`src/rtl/counter_share_arbiter.sv`:
```
// Round-robin arbiter sharing one WIDTH-bit counter among NUM_REQ requesters.
// Grants at most one inc/dec/load/clear per cycle and reports completion and wrap events.
module counter_share_arbiter #(
  parameter int NUM_REQ = 4,
  parameter int WIDTH   = 8,
  localparam int IDX_W  = $clog2(NUM_REQ)
) (
  input  logic                     clk,
  input  logic                     rst,
  input  logic                     cnt_en,
  input  logic [NUM_REQ-1:0]       req_valid,
  input  logic [2*NUM_REQ-1:0]     req_op,
  input  logic [WIDTH*NUM_REQ-1:0] req_data,
  output logic [NUM_REQ-1:0]       req_ready,
  output logic [WIDTH-1:0]         counter,
  output logic                     op_done,
  output logic [IDX_W-1:0]         done_id,
  output logic                     ovf,
  output logic                     unf
);

  typedef enum logic [1:0] {
    OP_INC  = 2'b00,
    OP_DEC  = 2'b01,
    OP_LOAD = 2'b10,
    OP_CLR  = 2'b11
  } op_e;

  logic [WIDTH-1:0] counter_q, counter_d;
  logic [IDX_W-1:0] rr_ptr_q, rr_ptr_d;
  logic [IDX_W-1:0] done_id_q, done_id_d;
  logic             op_done_q, op_done_d;
  logic             ovf_q, ovf_d;
  logic             unf_q, unf_d;

  logic             grant_valid;
  logic [IDX_W-1:0] grant_idx;
  logic [IDX_W:0]   cand;
  op_e              grant_op;
  logic [WIDTH-1:0] grant_data;

  // Scan from the highest offset down so the candidate closest to rr_ptr wins.
  // NOTE: every always_comb output gets a default first so no latch is inferred.
  always_comb begin
    grant_valid = 1'b0;
    grant_idx   = '0;
    cand        = '0;
    for (int k = NUM_REQ - 1; k >= 0; k--) begin
      cand = {1'b0, rr_ptr_q} + (IDX_W+1)'(k);
      if (cand >= (IDX_W+1)'(NUM_REQ)) cand = cand - (IDX_W+1)'(NUM_REQ);
      if (req_valid[cand[IDX_W-1:0]]) begin
        grant_valid = 1'b1;
        grant_idx   = cand[IDX_W-1:0];
      end
    end
    // No grant while gated or held in reset.
    if (!cnt_en || !rst) grant_valid = 1'b0;
  end

  always_comb begin
    req_ready = '0;
    if (grant_valid) req_ready[grant_idx] = 1'b1;
  end

  always_comb begin
    grant_op   = OP_INC;
    grant_data = '0;
    for (int i = 0; i < NUM_REQ; i++) begin
      if (grant_idx == IDX_W'(i)) begin
        grant_op   = op_e'(req_op[2*i +: 2]);
        grant_data = req_data[WIDTH*i +: WIDTH];
      end
    end
  end

  always_comb begin
    counter_d = counter_q;
    rr_ptr_d  = rr_ptr_q;
    op_done_d = grant_valid;
    done_id_d = '0;
    ovf_d     = 1'b0;
    unf_d     = 1'b0;
    if (grant_valid) begin
      done_id_d = grant_idx;
      rr_ptr_d  = (grant_idx == IDX_W'(NUM_REQ - 1)) ? '0 : grant_idx + IDX_W'(1);
      case (grant_op)
        OP_INC: begin
          counter_d = counter_q + WIDTH'(1);
          ovf_d     = &counter_q;
        end
        OP_DEC: begin
          counter_d = counter_q - WIDTH'(1);
          unf_d     = ~|counter_q;
        end
        OP_LOAD: counter_d = grant_data;
        default: counter_d = '0;
      endcase
    end
  end

  // NOTE: sequential state uses non-blocking assignments so all flops update together.
  always_ff @(posedge clk or negedge rst) begin
    if (!rst) begin
      counter_q <= '0;
      rr_ptr_q  <= '0;
      op_done_q <= 1'b0;
      done_id_q <= '0;
      ovf_q     <= 1'b0;
      unf_q     <= 1'b0;
    end else begin
      counter_q <= counter_d;
      rr_ptr_q  <= rr_ptr_d;
      op_done_q <= op_done_d;
      done_id_q <= done_id_d;
      ovf_q     <= ovf_d;
      unf_q     <= unf_d;
    end
  end

  assign counter = counter_q;
  assign op_done = op_done_q;
  assign done_id = done_id_q;
  assign ovf     = ovf_q;
  assign unf     = unf_q;

endmodule

```
`config.mk`:
```
export PLATFORM = sky130hd
export DESIGN_NAME = counter_share_arbiter
export DESIGN_NICKNAME = d
export VERILOG_FILES = /design/src/rtl/counter_share_arbiter.sv
export SDC_FILE = /design/constraint.sdc
export NUM_CORES = 1
export LEC_CHECK = 0
export BUFFER_PORTS_ARGS = -buffer_cell sky130_fd_sc_hd__buf_2
export CORE_ASPECT_RATIO = 0.8
export CORE_UTILIZATION = 51
export CTS_CLUSTER_SIZE = 12
export DETAILED_ROUTE_END_ITERATION = 16
export HOLD_SLACK_MARGIN = 0.1
export PLACE_DENSITY = 0.91
export SYNTH_ARGS = -nofsm -noshare
export SYNTH_HDL_FRONTEND = slang
export SYNTH_SLANG_ARGS = --single-unit
```
`constraint.sdc`:
```
create_clock -name clk -period 6.7 [get_ports clk]
set_input_delay 2.01 -clock clk [delete_from_list [all_inputs] [get_ports clk]]
set_output_delay 2.01 -clock clk [all_outputs]
set_load 0.01 [all_outputs]
```
==> flow_summary.toml <==
[outcome]
status = "completed"

[timing]
slew_violations = 0
tightest_slew_ns = 0.665
fmax_mhz = 177
period_minus_slack_ns = 5.66
rsz0062_at_grt = "no"
fin_tns_setup_ns = 0
finalSetupViolations = 0
min_period_over_period_pct = 84.5
slew_headroom_pct = 55.6
final_hold_viol_count = 0
clock_skew_ns = 0.00395
hold_ws_ns = 0.525

[flow_run]
cap_violations = 0

[cells_and_area]
diodes = 0
fillers = 235
nNetsFinal = 303
final_cell_mix = "63 x buf_2, 20 x nand2_1, 17 x a21oi_1"
fin_cells = 285
syn_to_final_growth_pct = 25.1
final_common_cell = "buf_2"
drive_above_1_share_pct = 32.1

[clocking]
postCtsSetupBuffers = 0
cts.sinks = 15
hold_buffers = 0
cts_resized = 0
clockBufferDepth = 2
htree_levels = 1
cts_buffers = 3
clk-insertion-delay-late_ns = 0.29
tritoncts = "yes"
cts_root_buf = "clkbuf_4"
clkSlewWorstSetupHoldPaths_ns = 0.09

[floorplanning]
ios = 64
dieArea_um2 = 3060
die_h_um = 49.7
start_util_pct = 56.5
dieWidth_um = 61.6
core-area_um2 = 2560
rows = 16

[logic_synthesis]
syn_inst = 190
ys_warn_count = 0
syn_area_per_cell_um2 = 7.63
synth-seq-cells = 15
synth_seq_area_share_pct = 25.9
synthArstFlopShare_pct = 100
ys_types = 40
syn-num-nets = 243
syn-cell-area_um2 = 1450
synth_edf_count = 0
synth_flop_cell = "dfrtp_1"

[critical_path]
path_class = "input port to output pin"
worstPathArrival_ns = 3.65
crit-reg2reg-launch = "rr_ptr_q[1]$_DFFE_PN0P_"
startpoint = "req_valid[0]"
cp_data_required_time_ns = 4.69
startpoint_type = "input port"
endpoint_kind = "output pin"
critPathMaxFanout = 15

[drt]
totalWireLength_mm = 3.70
ant_nets = 0
drt_iter0_drc = 100
route.detailed.drc = 0
first_pass_iters = 5
viasPerCell = 5.79
wire_per_inst_um = 13.0
via_count = 1650

[power_and_ir_drop]
ir_worst_vdd_uv = 222
leakagePower_uw = 0.000871
p_per_area_nw_per_um2 = 385

[placement]
portBuffers = 63
gp_congestion = 0.895
place_inst = 281
dp_hpwl_mm = 2.80

[global_routing]
antenna_found_initial = 0
track_usage_pct = 25.6
grt_max_degree = 25
grt_overflow = 0
grt_pass1_vias = 1316
grt_first_pass_wirelength_mm = 5.99

[worst_hold_path]
hp-class = "register to register"
hp-start = "rr_ptr_q[0]$_DFFE_PN0P_"
## kinds of logic (layout without fill, tap and decap cells)
kind of cell	after synthesis	after routing	synth area share [%]
AND/OR/NAND/NOR	85	85	31.1
XOR/XNOR	1	1	0.605
AO/OA/AOI/OAI	57	57	27.7
flip-flops	15	15	25.9
buffers and inverters	21	80	6.05
multiplexers	5	5	3.45
adder cells (fa/ha/maj)	6	6	5.18
## layer usage
metal	vias up	track usage [%]	routed length [um]
li1	817	-	-
met2	88	39.2	1700
met5	-	0	0
met3	7	3.15	330
met4	0	5.56	31
met1	738	38.0	1640
## registers in the layout, indices dropped and copies added (netlist names)
name and cells:
counter 8, done_id 2, rr_ptr_q 2, op_done 1
ovf 1, unf 1
## path summary, 6_finish.rpt
check                                                to  slack, ns  depth (start not counted)
worst max-delay path                       req_ready[1]       1.04                          8
worst min-delay path            rr_ptr_q[0]$_DFFE_PN0P_       0.53                          2
worst max register to register   counter[7]$_DFFE_PN0P_       2.69                         16
worst min register to register  rr_ptr_q[0]$_DFFE_PN0P_       0.53                          2
max in group asynchronous        counter[6]$_DFFE_PN0P_       4.84                          1
min in group asynchronous        counter[5]$_DFFE_PN0P_       1.61                          1
## synth_stat cells (all sizes together), types with 3 or more instances
| cell type | number | area, um^2 |
|---|---|---|
| buf | 5 | 27.5 |
| nand3 | 5 | 25.0 |
| a221oi | 7 | 61.3 |
| nor3b | 4 | 35.0 |
| o21ai | 10 | 50.1 |
| nand2 | 21 | 81.3 |
| a211oi | 5 | 57.6 |
| ha | 6 | 75.1 |
| dfrtp | 15 | 375 |
| a211o | 6 | 53.8 |
| or4 | 3 | 26.3 |
| inv | 9 | 33.8 |
| nor2b | 8 | 50.1 |
| nor2 | 14 | 52.6 |
| and2 | 5 | 31.3 |
| o31ai | 4 | 30.0 |
| clkbuf | 7 | 26.3 |
| nor3 | 13 | 70.1 |
| or3 | 3 | 18.8 |
| a21oi | 17 | 85.1 |
| nand3b | 3 | 22.5 |
| mux2i | 5 | 50.1 |
## through the flow
step	worst slack (ns)	util, %	power, uW	cell area, um^2
finish	1.04	70.8	697	1810
global route	0.886	70.8	761	1810
CTS	1.04	70.8	692	1810
detailed placement	1.04	69.7	636	1790
global placement	1.11	69.7	625	1790
floorplan	0.954	-	522	1450
## critical path: stages
cell and delay [ns]:
buf_2 0.12, mux2i_1 0.12, nor2_1 0.05, or3_1 0.44, inv_1 0.14, ha_1 0.45, and2_1 0.19, buf_2 0.12
## layout make-up
type                       count  area [um^2]  area share, %
clock inverter                 1         5.00          0.276
clock buffer                   3         22.5           1.24
timing repair buffer          67          345           19.0
multi-input combinational    154          986           54.4
inverter                       9         33.8           1.86
sequential                    15          375           20.7
tap                           36         45.0           2.48
## report_power, final
part	internal (uW)	total, uW	switching (uW)
combinational	209	478	269
clock	22.2	52.9	30.7
sequential	118	167	49.1
No activity file was read; power rests on OpenSTA's default activity.
